<file path="src/rtl/booth_pkg.sv">
// booth_pkg: shared types and constants for the sequential signed divider
package booth_pkg;
  typedef enum logic [1:0] {IDLE, CALC, FIX, DONE} state_t;
  localparam int DW = 32;
  localparam int QW = 16;
  localparam int CNT_W = 5;
  localparam logic [15:0] QMAX_POS = 16'd32767;
  localparam logic [16:0] QMAX_NEG = 17'd32768;
endpackage

</file>
<file path="src/rtl/div_iter.sv">
// div_iter: one combinational restoring-division step (shift in a dividend bit, trial subtract)
module div_iter
  import booth_pkg::*;
(
  input  logic [QW:0]   r,
  input  logic          q_msb,
  input  logic [QW-1:0] d,
  output logic [QW:0]   r_next,
  output logic          bit_q
);
  logic [QW:0]   t;
  logic [QW+1:0] sum;
  assign t = {r[QW-1:0], q_msb};
  // t + ~d + 1: the carry out is set exactly when t >= d
  assign sum = {1'b0, t} + {1'b0, ~{1'b0, d}} + {{(QW + 1){1'b0}}, 1'b1};
  assign bit_q = sum[QW+1];
  assign r_next = bit_q ? sum[QW:0] : t;
endmodule

</file>
<file path="src/rtl/booth_div.sv">
// booth_div: 32/16 signed restoring divider, one quotient bit per clock, valid/ready on both sides
module booth_div
  import booth_pkg::*;
(
  input  logic          clk,
  input  logic          rst_n,
  input  logic          in_valid,
  output logic          in_ready,
  input  logic [DW-1:0] dividend,
  input  logic [QW-1:0] divisor,
  output logic          out_valid,
  input  logic          out_ready,
  output logic [QW-1:0] quotient,
  output logic [QW-1:0] remainder,
  output logic          div_zero,
  output logic          ovf
);
  state_t           state;
  logic [CNT_W-1:0] cnt;
  logic [QW:0]      r;
  logic [QW-1:0]    q;
  logic [QW-1:0]    d_abs;
  logic [QW-1:0]    rem_raw;
  logic             sign_n;
  logic             sign_q;
  logic             dz;
  logic             pre_ovf;
  logic [DW-1:0]    n_in_abs;
  logic [QW-1:0]    d_in_abs;
  logic             in_dz;
  logic             in_ovf;
  logic [QW:0]      r_next;
  logic             bit_q;
  logic             fix_ovf;
  logic             any_ovf;
  assign n_in_abs = dividend[DW-1] ? -dividend : dividend;
  assign d_in_abs = divisor[QW-1] ? -divisor : divisor;
  assign in_dz = divisor == '0;
  // a quotient needing more than 16 magnitude bits is caught before iterating
  assign in_ovf = !in_dz && n_in_abs[DW-1:QW] >= d_in_abs;
  assign fix_ovf = sign_q ? {1'b0, q} > QMAX_NEG : q > QMAX_POS;
  assign any_ovf = pre_ovf || fix_ovf;
  div_iter u_iter (
    .r      (r),
    .q_msb  (q[QW-1]),
    .d      (d_abs),
    .r_next (r_next),
    .bit_q  (bit_q)
  );
  // control FSM with operand, iteration and registered result state
  always_ff @(posedge clk) begin
    if (!rst_n) begin
      state     <= IDLE;
      in_ready  <= 1'b1;
      out_valid <= 1'b0;
      quotient  <= '0;
      remainder <= '0;
      div_zero  <= 1'b0;
      ovf       <= 1'b0;
      cnt       <= '0;
      r         <= '0;
      q         <= '0;
      d_abs     <= '0;
      rem_raw   <= '0;
      sign_n    <= 1'b0;
      sign_q    <= 1'b0;
      dz        <= 1'b0;
      pre_ovf   <= 1'b0;
    end else begin
      case (state)
        IDLE: if (in_valid) begin
          in_ready <= 1'b0;
          sign_n   <= dividend[DW-1];
          sign_q   <= dividend[DW-1] ^ divisor[QW-1];
          d_abs    <= d_in_abs;
          rem_raw  <= dividend[QW-1:0];
          r        <= {1'b0, n_in_abs[DW-1:QW]};
          q        <= n_in_abs[QW-1:0];
          cnt      <= '0;
          dz       <= in_dz;
          pre_ovf  <= in_ovf;
          state    <= (in_dz || in_ovf) ? FIX : CALC;
        end
        CALC: begin
          r     <= r_next;
          q     <= {q[QW-2:0], bit_q};
          cnt   <= cnt + 1'b1;
          state <= (cnt == CNT_W'(QW - 1)) ? FIX : CALC;
        end
        FIX: begin
          out_valid <= 1'b1;
          div_zero  <= dz;
          ovf       <= !dz && any_ovf;
          quotient  <= (dz || any_ovf) ? '0 : sign_q ? -q : q;
          remainder <= dz ? rem_raw : any_ovf ? '0 : sign_n ? -r[QW-1:0] : r[QW-1:0];
          state     <= DONE;
        end
        DONE: if (out_ready) begin
          out_valid <= 1'b0;
          in_ready  <= 1'b1;
          state     <= IDLE;
        end
        default: state <= IDLE;
      endcase
    end
  end
endmodule

</file>
<file path="config.mk">
export PLATFORM = sky130hd
export DESIGN_NAME = booth_div
export DESIGN_NICKNAME = d
export VERILOG_FILES = /design/src/rtl/booth_pkg.sv /design/src/rtl/div_iter.sv /design/src/rtl/booth_div.sv
export SDC_FILE = /design/constraint.sdc
export NUM_CORES = 1
export LEC_CHECK = 0
export CAP_MARGIN = 40
export CORE_ASPECT_RATIO = 0.6
export CORE_MARGIN = 2
export CORE_UTILIZATION = 55
export DETAILED_ROUTE_END_ITERATION = 8
export GPL_TIMING_DRIVEN = 0
export MAX_ROUTING_LAYER = met4
export PLACE_DENSITY = 0.85
export SYNTH_ARGS = -nofsm -noshare
export SYNTH_HDL_FRONTEND = slang
export SYNTH_SLANG_ARGS = --single-unit
</file>
<file path="constraint.sdc">
create_clock -name clk -period 3.6 [get_ports clk]
set_input_delay 0.36 -clock clk [delete_from_list [all_inputs] [get_ports clk]]
set_output_delay 0.36 -clock clk [all_outputs]
set_load 0.01 [all_outputs]
</file>
==> metrics <==
Pleak between 3 and 4 nW; Post-synth EDFFs 0; worst skew pair latency between 300 and 400 ps; Cells after Synth 896; hold_sp dividend[1]; Post-Place Cells roughly 1200; Final HPWL DP between 15000 and 20000 um; reg2reg start r[7]$_SDFFE_PN0P_; Synthesized Nets 987; total die area 0.0139 mm2; WL/cell 20.6 um; largest net degree at the start of global routing 22; Non-Filler Instances 1179; slew of the pin with the lowest slew margin roughly 900 ps; clk buf depth 2; flop2flop setup slack 390 ps; most instantiated library cell after synthesis nand2_1; WP data arrival 3780 ps; Syn Area/Cell 7.95 um2; # setup viols final 0; status finished clean; CTS Buf Count 9; list of most frequent post-synthesis cells nand2_1 (131), dfxtp_1 (111), o21ai_0 (72); first-pass GRT wire length 37300 um; die span in x 151 um; Min-Delay Path Depth 3; GPL Wtd Cong 1.02; Worst-path clk slew roughly 80 ps; FP Rows 32; WL final 24300 um; Final Hold Vio Count 0; layout cells sized above 1 6.05%; Hold Path Class in -> reg; Pins Over Slew Limit 0; Critical Path RT 3850 ps; final global-route overflow total 0; DRT iter0 DRCs 1176; CTS tree done; number of library cell types mapped by synthesis a little under 60; Worst R2R Path Depth 9; top cells by area, synth dfxtp_1 (31%), nand2_1 (6.9%), ha_1 (6.7%); htree depth 3; Ports approximately 90; r2r endpoint r[0]$_SDFFE_PN0P_; Worst setup EP type flop; post-layout net count approximately 1100; Startpoint Class input port; Vias 7505; area grow syn2layout 22.7%; DR DRC count 0; antenna-violating nets left 0; Hold Path Sink rem_raw[1]$_SDFFE_PN0P_; CTS Sinks 111; asr flop ratio synth 0%; Max Cap Viol 0; drt via density 6.37; Fin Clk Skew 10.8 ps; hold buffers post-CTS 0; VDD IR max 0.261 mV; Core Box Area roughly 0.013 mm2; die height 92.2 um; Post-DP Area 0.00819 mm2; crit path max fanout 3; yosys warns 0; vias in the first global route 6828; pwr/cell area 666 mW/mm2; Netlist Area Pre-Place around 0.0071 mm2; post-synth top area share between 30% and 40%; First-pass DRT Iterations 7; Setup TNS Final 0 ps; Initial Utilization 55.9%; biggest area consumer among synthesized cells dfxtp_1; Crit Path Class in -> reg; Seq/Total Area, Yosys 31.2%; Ant. Diodes 0; period utilisation layout approximately 98%; initial antenna violation count 0; gr usage total 36.0%; Fillers 1075; crit path time final 3530 ps; WHS 398 ps; Top FF cell, synth dfxtp_1; slew margin rel. 38.1%; FF+latch count, synth 111; port buffer count 85; Post-Layout Inst Area around 0.0087 mm2; Fmax 283 MHz; CTS Root Cell clkbuf_16
## power by group
group          switching, mW  internal, mW  leakage, nW  total (mW)
registers              0.261          1.47        0.910        1.73
logic                   1.85          1.19         2.30        3.04
clock network          0.531         0.518        0.154        1.05
total                   2.64          3.18         3.37        5.82
## flip-flops by register name, indices dropped and copies added (netlist names)
register and count:
rem_raw 16, state 2, d_abs 16, ovf 1, out_valid 1, quotient 16
dz 1, remainder 16, r 16, cnt 5, div_zero 1, q 16
in_ready 1, sign_q 1, sign_n 1, pre_ovf 1
## per-stage QoR
step	util [%]	power, mW	worst slack, ps
after floorplan	-	3.68	280
after global placement	64.3	4.51	-714
final	68.7	5.82	69.7
after CTS	67.8	5.65	0.105
after global routing	68.7	6.12	-13.8
after detailed placement	64.3	4.57	-798
## metal layers
layer	GRT usage, %	wire length (um)	vias up	share of wire, %
met5	-	0	-	0
met4	5.92	293	0	1.2
met3	13.6	4090	46	17
met2	47.0	9440	561	39
met1	52.7	10500	3448	43
li1	-	-	3450	-
## cell type report
cell class / instances / area, um2 / area share (%)
plain buffers: 54 / 216 / 2.48
clock inverters: 6 / 70.1 / 0.802
repair buffers: 97 / 946 / 10.8
clock buffers: 10 / 239 / 2.73
flip-flops and latches: 111 / 2220 / 25.4
multi-input cells: 698 / 4710 / 53.9
well taps: 170 / 213 / 2.43
inverters: 33 / 124 / 1.42
## kinds of logic after synthesis
logic type | after synthesis | share of synthesized area [%]
AND/OR/NAND/NOR | 313 | 21.3
buffers and inverters | 87 | 4.78
flip-flops | 111 | 31.2
multiplexers | 8 | 1.12
adder cells (fa/ha/maj) | 39 | 6.96
XOR/XNOR | 77 | 9.47
AO/OA/AOI/OAI | 261 | 25.2
## placed cells by master (no fill, tap or decap), drive strengths merged, types with 17 or more instances in the layout
master,instances
o31ai,23
a21oi,36
clkbuf,58
nand2,131
clkdlybuf4s50,73
buf,17
nor2b,27
xnor2,54
o21ai,73
xor2,23
a21boi,32
ha,38
nand3,24
a221oi,17
inv,38
dfxtp,111
nor2,48
## critical path, cell delays in order
cell	delay [ps]
clkdlybuf4s50_1	440
or4_4	460
or3_4	350
or3_4	350
or3_1	340
or3_4	370
ha_4	280
nand4_1	100
buf_4	160
o31ai_4	240
o31ai_2	110
o21ba_2	220
## worst max path at each step
stage	end	cells after the start	slack (ps)	startpoint
floorplan	state[1]$_SDFFE_PN0P_	12	280	divisor[5]
global placement	state[1]$_SDFFE_PN0P_	15	-710	dividend[1]
detailed placement	state[1]$_SDFFE_PN0P_	14	-800	dividend[7]
CTS	state[0]$_SDFFE_PN0P_	13	0.1	dividend[24]
global route	state[1]$_SDFFE_PN0P_	16	-10	divisor[0]
finish	state[0]$_SDFFE_PN0P_	12	70	divisor[8]
## repair_timing
| item | in CTS | in global routing |
|---|---|---|
| setup endpoints to repair | 3 | 3 |
| resized for setup | 18 | 20 |
| setup buffers | 8 | 3 |
| pin swaps | 11 | 8 |
Note: power is estimated with default switching activity, not from simulation.
==> RTL edit 1: new RTL, same flow settings <==
`CNT_W`: 5 -> 6.
--- a/src/rtl/booth_pkg.sv
+++ b/src/rtl/booth_pkg.sv
@@ -3,7 +3,7 @@
   typedef enum logic [1:0] {IDLE, CALC, FIX, DONE} state_t;
   localparam int DW = 32;
   localparam int QW = 16;
-  localparam int CNT_W = 5;
+  localparam int CNT_W = 6;
   localparam logic [15:0] QMAX_POS = 16'd32767;
   localparam logic [16:0] QMAX_NEG = 17'd32768;
 endpackage
Behaviour: same outputs for any inputs over 10 cycles, from zero or initial values and one cycle with rst_n low; that may be too few to reach the edited logic, so the function may still have changed.
==> RTL edit 1 against the unedited design <==
Sequential cell count grew 1; worst setup slack lost 0.038 ns; design area grew 1.7%; power shrank 0.11%; highest routed layer unchanged; critical endpoint is now pre_ovf$_SDFFE_PN0P_; first-iteration DRC count shrank 8.7%; largest cell class unchanged; combinational power is essentially flat; area after synthesis grew 1.1%; critical path type unchanged; sequential share of layout area shrank 0.20 points; wire length grew 4.2%; utilization grew 0.74 points.
==> RTL edit 1: results (changes against the unedited design) <==
| Metric | Value |
|---|---|
| Gp weighted congestion | `1.04 (+2.6%)` |
| Yosys cell types | `64 (+10%)` |
| Logic inverters | `30 (-9.1%)` |
| Slowest cell delay on critical path | `0.57 ns (+0.11 ns)` |
| Met3 usage in global routing | `15.8% (+2.2 points)` |
| Area of the multi-input gates | `4840 um2 (+2.8%)` |
| Pre-Repair DR Iteration Count | `6 (-1)` |
| Non-clock buffer share of cell area | `13.1% (-0.15 points)` |
| Multi-input logic cell count | `729 (+4.4%)` |
| Hold WS | `0.372 ns (-0.0258 ns)` |
| WL/cell | `20.9 um (+1.5%)` |
| Worst path slowest cell | `nor4_1` |
| Hold_sp | `dividend[9]` |
| Pre-CTS WS | `-0.939 ns (-0.141 ns)` |
| Share of the yosys chip area belonging to registers | `31.1% (-0.047 points)` |
| Synth top area cells | `dfxtp_1 (31%), nand2_1 (7.4%), xnor2_1 (6.6%)` |
| Met1 WL | `10900 um (+4.0%)` |
| R2r worst-path depth | `8 (-1)` |
| Post-CTS Resized | `45 (+27)` |
| Critical path startpoint | `dividend[10]` |
| Metal2 WL | `9900 um (+4.8%)` |
| DP Area | `8270 um2 (+1.0%)` |
| Worst-Margin Slew | `0.860 ns (-0.0648 ns)` |
| Fill cell count | `1051 (-2.2%)` |
| Number of synthesized register bits | `112 (+0.90%)` |
| Global Route met2 Usage | `48.3% (+1.3 points)` |
| Internal | `3.14 mW (-1.2%)` |
| # clk buffers | `9 (-1)` |
| Run status | `completed` |
| Hold Path End | `rem_raw[9]$_SDFFE_PN0P_` |
| PortBufs | `86 (+1.2%)` |
| Leakage power | `3.30 nW (-2.0%)` |
| HPWL Detailed | `18800 um (+4.2%)` |
| Synth Instances | `928 (+3.6%)` |
| Vias in the first global route | `6997 (+2.5%)` |
| Initial DRC count | `1074 (-8.7%)` |
| Fraction of area in registers | `25.2% (-0.20 points)` |
| Reg-to-reg startpoint | `r[11]$_SDFFE_PN0P_` |
| Gr usage total | `36.8% (+0.80 points)` |
| Critical Path AT | `3.85 ns (+0.07 ns)` |
| Number of non-clock buffers in the layout | `153 (+1.3%)` |
| Final nets | `1125 (+2.7%)` |
| Clock-cell share | `3.49% (-0.046 points)` |
| Max Clock Skew | `0.00900 ns (-0.00185 ns)` |
| Post-Synthesis Net Count | `1018 (+3.1%)` |
| Worst setup endpoint | `pre_ovf$_SDFFE_PN0P_` |
| R2r endpoint | `r[7]$_SDFFE_PN0P_` |
| Largest net degree at the start of global routing | `23 (+4.5%)` |
| Drt total wl | `25300 um (+4.2%)` |
| Fraction of layout cells with a size suffix above 1 | `8.46% (+2.4 points)` |
| Met3 WL | `4060 um (-0.56%)` |
| Peak supply drop | `0.000361 V (+39%)` |
| Crit path max fanout | `5 (+2)` |
## RTL edit 1: cell count changes after synthesis, sizes merged, moves of 12 or more
cell	delta
a222oi	-16
nor2b	-16
a22oi	+18
o21ai	-18
a21oi	+33
a21boi	-31
nor2	+30
and3	-12
a211oi	+20
## RTL edit 1: kinds of logic (layout without fill, tap and decap cells)
| family | Yosys count | after routing | synth area share (%) |
|---|---|---|---|
| adder cells (fa/ha/maj) | 38 | 38 | 6.71 |
| XOR/XNOR | 81 | 81 | 9.86 |
| multiplexers | 11 | 11 | 1.58 |
| buffers and inverters | 88 | 199 | 4.92 |
| AO/OA/AOI/OAI | 267 | 267 | 24.8 |
| flip-flops | 112 | 112 | 31.1 |
| AND/OR/NAND/NOR | 331 | 332 | 21.0 |
## RTL edit 1: power groups by stage
stage               Clock [mW]  Combinational [mW]  Sequential (mW)
floorplan                    0                2.04             1.66
global placement             0                2.80             1.72
detailed placement           0                2.85             1.73
CTS                       1.04                2.89             1.70
global route              1.09                3.30             1.74
finish                    1.05                3.04             1.72
==> RTL edit 2: new RTL, same settings <==
Without the edit above. Reset style: asynchronous (`rst_n`), changed in one clocked block.
--- a/src/rtl/booth_div.sv
+++ b/src/rtl/booth_div.sv
@@ -48,7 +48,7 @@
     .bit_q  (bit_q)
   );
   // control FSM with operand, iteration and registered result state
-  always_ff @(posedge clk) begin
+  always_ff @(posedge clk or negedge rst_n) begin
     if (!rst_n) begin
       state     <= IDLE;
       in_ready  <= 1'b1;
Formal check against the unedited RTL: differs if rst_n is asserted again (counterexample within 4 cycles, from zero or initial values and one cycle with rst_n low); with rst_n held inactive, the same outputs for 10 cycles.
==> RTL edit 2 against the unedited design <==
Design area up 3.1%; clock skew about the same; power up 36%; clock power up 7%; die area up 4.0%; wire length down 2.4%; worst setup slack better by 0.033 ns; sequential share of layout area up 5.4 points; utilization up 0.63 points; area after synthesis up 4.1%; sequential cell count unchanged; maximum frequency up 0.95%; highest routed layer unchanged; hold slack worse by 0.085 ns.
==> RTL edit 2: results (changes against the unedited design) <==
| Metric | Value |
|---|---|
| Gp weighted congestion | `0.996 (-1.9%)` |
| R2R Setup Slk | `0.35 ns (-0.04 ns)` |
| Sw frac | `47.1% (+1.7 points)` |
| Fraction of layout cells with a size suffix above 1 | `6.97% (+0.93 points)` |
| Postcts setup bufs | `5 (-3)` |
| Synth Area in XOR/XNOR | `9.45% (-0.023 points)` |
| Sequential cell area | `2780 um2 (+25%)` |
| Met1 usage | `50.4% (-2.3 points)` |
| Post-CTS Resized | `31 (+13)` |
| Fmax | `0.286 GHz (+0.95%)` |
| Yosys cell types | `66 (+14%)` |
| Reg-to-reg startpoint | `r[11]$_DFFE_PN0P_` |
| Layout Cells excl Fill | `1145 (-2.9%)` |
| Global Route met2 Usage | `45.6% (-1.4 points)` |
| Primary FF master, synth | `dfrtp_1` |
| Drt total wl | `23700 um (-2.4%)` |
| Pre-CTS WS | `-1.03 ns (-0.229 ns)` |
| R2r endpoint | `r[4]$_DFFE_PN0P_` |
| Initial DRC count | `1007 (-14%)` |
| Run status | `completed` |
| Cts hold-fix bufs | `1 (+1)` |
| Compound-Gate Fraction of Synth Area | `21.9% (-3.4 points)` |
| Comb. pwr | `4.46 mW (+47%)` |
| Peak supply drop | `0.000357 V (+37%)` |
| Met3 WL | `3330 um (-19%)` |
| Vias in the first global route | `6608 (-3.2%)` |
| Clock-cell share | `3.69% (+0.16 points)` |
| Clk pwr | `1.12 mW (+7%)` |
==> RTL edit 2: cell count changes in the layout (fill, tap and decap cells not counted), moves of 16 or more <==
| cell | change |
|---|---|
| a21boi_0 | -30 |
| a221oi_1 | -16 |
| a222oi_1 | -16 |
| dfrtp_1 | +110 |
| dfxtp_1 | -111 |
| xnor2_1 | -22 |
| xor2_1 | +25 |
==> RTL edit 2: per-stage QoR <==
stage / hold WS, ns / cell area, um2 / power (mW) / utilization (%)
after CTS: 0.300 / 8920 / 7.75 / 68.6
after global placement: 0.455 / 8490 / 6.44 / 65.3
after global routing: 0.311 / 9010 / 8.44 / 69.3
after floorplan: 0.0644 / 7420 / 5.16 / -
final: 0.313 / 9010 / 7.93 / 69.3
after detailed placement: 0.237 / 8520 / 6.58 / 65.5
==> RTL edit 2: logic make-up after synthesis <==
logic type	after synthesis
compound gates	252
xor+xnor	80
fa+ha+maj	39
buf+inv	72
flops	111
mux	14
simple gates	293
